`src/rtl/ctr_pkg.sv`:
```
// Shared definitions for the modulo-N up/down counter: direction encoding,
// sizing helpers and the parameter-legality rule.
package ctr_pkg;

  typedef enum logic {
    DIR_DOWN = 1'b0,
    DIR_UP   = 1'b1
  } dir_e;

  // Ceiling log2; clog2(1) == 0.
  function automatic int clog2(input int value);
    int r;
    int v;
    r = 0;
    v = value - 1;
    while (v > 0) begin
      r = r + 1;
      v = v >> 1;
    end
    return r;
  endfunction

  // A register always needs at least one bit, even for a divide-by-1.
  function automatic int prescale_width(input int prescale);
    return (clog2(prescale) < 1) ? 1 : clog2(prescale);
  endfunction

  function automatic bit params_ok(input int width, input int modulus, input int prescale);
    return (modulus >= 2) && (prescale >= 1) &&
           (longint'(modulus) <= (longint'(1) << width));
  endfunction

endpackage

```
`src/rtl/ctr_prescaler.sv`:
```
// Clock-enable prescaler: tick is high for one enabled cycle out of every
// PRESCALE enabled cycles. The phase freezes while en is low.
module ctr_prescaler
  import ctr_pkg::*;
#(
  parameter int PRESCALE = 1
) (
  input  logic clk,
  input  logic rst_n,
  input  logic en,
  input  logic restart,
  output logic tick
);

  localparam int PW = prescale_width(PRESCALE);
  localparam logic [PW-1:0] LAST = PW'(PRESCALE - 1);

  logic [PW-1:0] phase;

  assign tick = en & (phase == LAST);

  // NOTE: sequential state uses non-blocking <= so every flop samples
  // pre-edge values; rst_n is checked inside the clocked block, so reset is
  // synchronous and only takes effect on a rising edge.
  always_ff @(posedge clk) begin
    if (!rst_n) begin
      phase <= '0;
    end else if (restart) begin
      phase <= '0;
    end else if (en) begin
      phase <= tick ? '0 : phase + PW'(1);
    end
  end

endmodule

```
`src/rtl/ctr_mod_updown.sv`:
```
// Modulo-MODULUS up/down counter with prescaled clock enable, clear, load,
// wrap/saturate ends and registered tc/step pulses for cascading digits.
module ctr_mod_updown
  import ctr_pkg::*;
#(
  parameter int WIDTH    = 4,
  parameter int MODULUS  = 10,
  parameter int PRESCALE = 1,
  parameter int SATURATE = 0
) (
  input  logic             clk,
  input  logic             rst_n,
  input  logic             en,
  input  logic             up,
  input  logic             clear,
  input  logic             load,
  input  logic [WIDTH-1:0] load_val,
  output logic [WIDTH-1:0] count,
  output logic             tc,
  output logic             step
);

  generate
    if (!params_ok(WIDTH, MODULUS, PRESCALE)) begin : g_bad_params
      $error("ctr_mod_updown: illegal parameters (need 2 <= MODULUS <= 2**WIDTH, PRESCALE >= 1)");
    end
  endgenerate

  localparam logic [WIDTH-1:0] MAX_VAL = WIDTH'(MODULUS - 1);
  localparam logic [WIDTH-1:0] ZERO    = '0;
  localparam bit               SAT     = (SATURATE != 0);

  logic             tick;
  dir_e             dir;
  logic             at_term;
  logic [WIDTH-1:0] count_stepped;
  logic [WIDTH-1:0] load_clamped;

  ctr_prescaler #(
    .PRESCALE (PRESCALE)
  ) u_prescaler (
    .clk     (clk),
    .rst_n   (rst_n),
    .en      (en),
    .restart (clear | load),
    .tick    (tick)
  );

  assign dir = dir_e'(up);

  // NOTE: every signal written in always_comb gets a default first, so no
  // path through the block can leave it unassigned and infer a latch.
  always_comb begin
    at_term       = 1'b0;
    count_stepped = count;
    if (dir == DIR_UP) begin
      at_term = (count == MAX_VAL);
      if (!at_term) begin
        count_stepped = count + WIDTH'(1);
      end else if (!SAT) begin
        count_stepped = ZERO;
      end
    end else begin
      at_term = (count == ZERO);
      if (!at_term) begin
        count_stepped = count - WIDTH'(1);
      end else if (!SAT) begin
        count_stepped = MAX_VAL;
      end
    end
  end

  // Out-of-range load values pin to the top of the count range; load_val is
  // only consumed on the load branch, so an idle bus cannot leak X.
  always_comb begin
    load_clamped = load_val;
    if (load_val > MAX_VAL) begin
      load_clamped = MAX_VAL;
    end
  end

  always_ff @(posedge clk) begin
    if (!rst_n) begin
      count <= ZERO;
      tc    <= 1'b0;
      step  <= 1'b0;
    end else if (clear) begin
      count <= ZERO;
      tc    <= 1'b0;
      step  <= 1'b0;
    end else if (load) begin
      count <= load_clamped;
      tc    <= 1'b0;
      step  <= 1'b0;
    end else begin
      step <= tick;
      tc   <= tick & at_term;
      if (tick) begin
        count <= count_stepped;
      end
    end
  end

endmodule

```
`config.mk`:
```
export PLATFORM = sky130hd
export DESIGN_NAME = ctr_mod_updown
export DESIGN_NICKNAME = d
export VERILOG_FILES = /design/src/rtl/ctr_pkg.sv /design/src/rtl/ctr_prescaler.sv /design/src/rtl/ctr_mod_updown.sv
export SDC_FILE = /design/constraint.sdc
export NUM_CORES = 1
export LEC_CHECK = 0
export BUFFER_PORTS_ARGS = -buffer_cell sky130_fd_sc_hd__buf_2
export CORE_AREA = 2 2 39 41
export DETAILED_ROUTE_END_ITERATION = 7
export DIE_AREA = 0 0 41 43
export PLACE_DENSITY_LB_ADDON = 0.15
export SYNTH_ARGS = -nofsm -noshare
export SYNTH_HDL_FRONTEND = slang
export SYNTH_SLANG_ARGS = --single-unit
```
`constraint.sdc`:
```
create_clock -name clk -period 1.4 [get_ports clk]
set_clock_uncertainty 0.2 [all_clocks]
set_input_delay 0.28 -clock clk [delete_from_list [all_inputs] [get_ports clk]]
set_output_delay 0.28 -clock clk [all_outputs]
set_load 0.1 [all_outputs]
```
==> results_dict.tcl <==
set metrics [dict create \
    min_path_type "input pin to flop" \
    place_area_um2 639 \
    yosys-top-cells-area "dfxtp_1 (32%), xor2_1 (6.0%), buf_6 (5.2%)" \
    crit_required_ps 920 \
    path_cells "buf_6, buf_12" \
    cts_made_buffers 3 \
    ioPinCount 16 \
    viasPerCell 5.18 \
    maxCapViolCount 0 \
    crit_path_start_kind "flop" \
    grt_pass1_vias 422 \
    fp.dieH_um 43 \
    grt_max_degree 10 \
    yosys-top-cells-count "dfxtp_1 (7), nor3_1 (4), o21ai_0 (4)" \
    port_buffers 15 \
    grt_usage_pct 13.1 \
    core_area_um2 1380 \
    tightest_slew_ps 313 \
    diodes 0 \
    fmax_mhz 718 \
    area_growth_pct 64.8 \
    placedCellCount 82 \
    num_vias 451 \
    yosysWarningCount 0 \
    ys_ff_latch 7 \
    power_mw 0.574 \
    timing.hold.ws_ps 46.2 \
    gp_congestion 0.748 \
    critPathCaptureType "output pin" \
    fin_tns_setup_ps 0 \
    max_stage_delay_ps 390 \
    die_x_um 41 \
    leakagePower_nw 0.281 \
    ir_worst_vdd_mv 0.454 \
    fin_crit_sh_pct 99.5 \
    setup_viol 0 \
    drive_above_1_share_pct 52.1 \
    hold_viol 0 \
    wl_per_cell_um 11.1 \
    dr.pass1.iters 4 \
    wl_um 970 \
    grt_overflow 0 \
    fillerInstances 132 \
    antenna_found_initial 0 \
    syn_area_per_cell_um2 8.73 \
    drv_slew 0 \
    cts-root-buf "clkbuf_4" \
    final_util_pct 52.0 \
    rsz0062_at_grt "yes" \
    cts_sinks 7 \
    multi_input_area_um2 300 \
    ys_types 24 \
    critPathArrivalTime_ps 910 \
    register_area_um2 155 \
    finish.instance_area_um2 719 \
    die-area_um2 1760 \
    cts_max_path_buffers 2 \
    pre_cts_ws_ps -23.6 \
    min_period_ps 1390 \
    synthCells 50 \
    ant_nets 0 \
    instances_no_fill 87 \
    synth_top_cell_by_area "dfxtp_1" \
    start_util_pct 31.6 \
    status "complete, no violations" \
    worstSkewPairLatency_ps 250 \
    dp_hpwl_um 741 \
    ctsHoldBuffers 0 \
    netlist_area_um2 437 \
    nets 82 \
    ys.flop_type "dfxtp_1" \
    cp.buffers_inverters 2 \
    post-synth-top-count-cell "dfxtp_1" \
    cts_max_level 1 \
    synthArstFlopShare_pct 0 \
    synth-edff-count 0 \
    cp_slowest_cell "dfxtp_4" \
    cp_top_family "flip-flops" \
    synth_nets 60 \
    post-route-drc-count 0 \
    powerDensity_nw_per_um2 798 \
    path_clk_slew_ps 50 \
    cts_tree "yes" \
    rows 14 \
    drtIter0Drc 7 \
    synth-seq-area-share_pct 32.1 \
    worstSetupPathType "flop to output pin" \
    fin_ws_ps 7.69 \
    maxSlewHeadroom_pct 79.1 \
    critPathMaxFanout 6 \
    grt_pass1_wl_mm 1.64 \
    post-synth-top-area-fraction_pct 32.1 \
]
[worst paths after layout]
kind	cells after the start	end	startpoint	slack, ps
hold reg to reg	1	u_prescaler.phase	u_prescaler.phase	280
setup reg to reg	4	count[1]	count[0]	70
setup / recovery	2	count[0]	count[0]	8
hold / removal	2	u_prescaler.phase	en	50
[final cells by class]
class	instances	share of cell area [%]
inverters	3	1.57
clock buffers	4	3.65
multi-input cells	37	41.7
flip-flops and latches	7	21.6
well taps	16	2.78
repair buffers	20	28.7
[placed cells by master (no fill, tap or decap), drive strengths merged]
cell type	netlist	routed
buf	2	20
dfxtp	7	7
nor3	5	5
clkbuf	1	4
o21ai	4	4
xor2	3	3
inv	3	3
nand2b	3	3
nor2	2	2
a221oi	2	2
a31oi	2	2
and3	2	2
a211oi	2	2
nand2	2	2
o22ai	2	2
nor4b	2	2
nor3b	1	1
and2	1	1
mux2i	1	1
xnor2	1	1
a2111oi	1	1
o21a	1	1
[logic make-up after synthesis]
logic type,synth area share (%)
AO/OA/AOI/OAI,22.9
XOR/XNOR,8.02
buffers and inverters,8.88
flip-flops,32.1
multiplexers,2.29
AND/OR/NAND/NOR,25.8
[registers in the layout (all words and copies together) (netlist names)]
register and count:
count 4, step 1, tc 1, u_prescaler.phase 1
[power breakdown]
part / total (mW) / internal, mW / switching (mW)
Sequential: 0.217 / 0.202 / 0.0150
Clock: 0.188 / 0.109 / 0.0790
Combinational: 0.169 / 0.0730 / 0.0964
[repair_timing]
action,in CTS,in global routing
resized for setup,2,6
setup buffers,1,0
endpoints found under the setup margin,2,4
pin swaps,2,3
cloned,0,0
[routing by layer]
metal | part of all wire [%] | vias up | wire (µm) | track usage [%]
met5 | 0 | - | 0 | 0
met2 | 52 | 14 | 503 | 22.2
li1 | - | 228 | - | -
met1 | 43 | 209 | 417 | 16.2
met3 | 5.1 | 0 | 49 | 1.57
met4 | 0 | 0 | 0 | 4.00
Note: power is estimated with default switching activity, not from simulation.
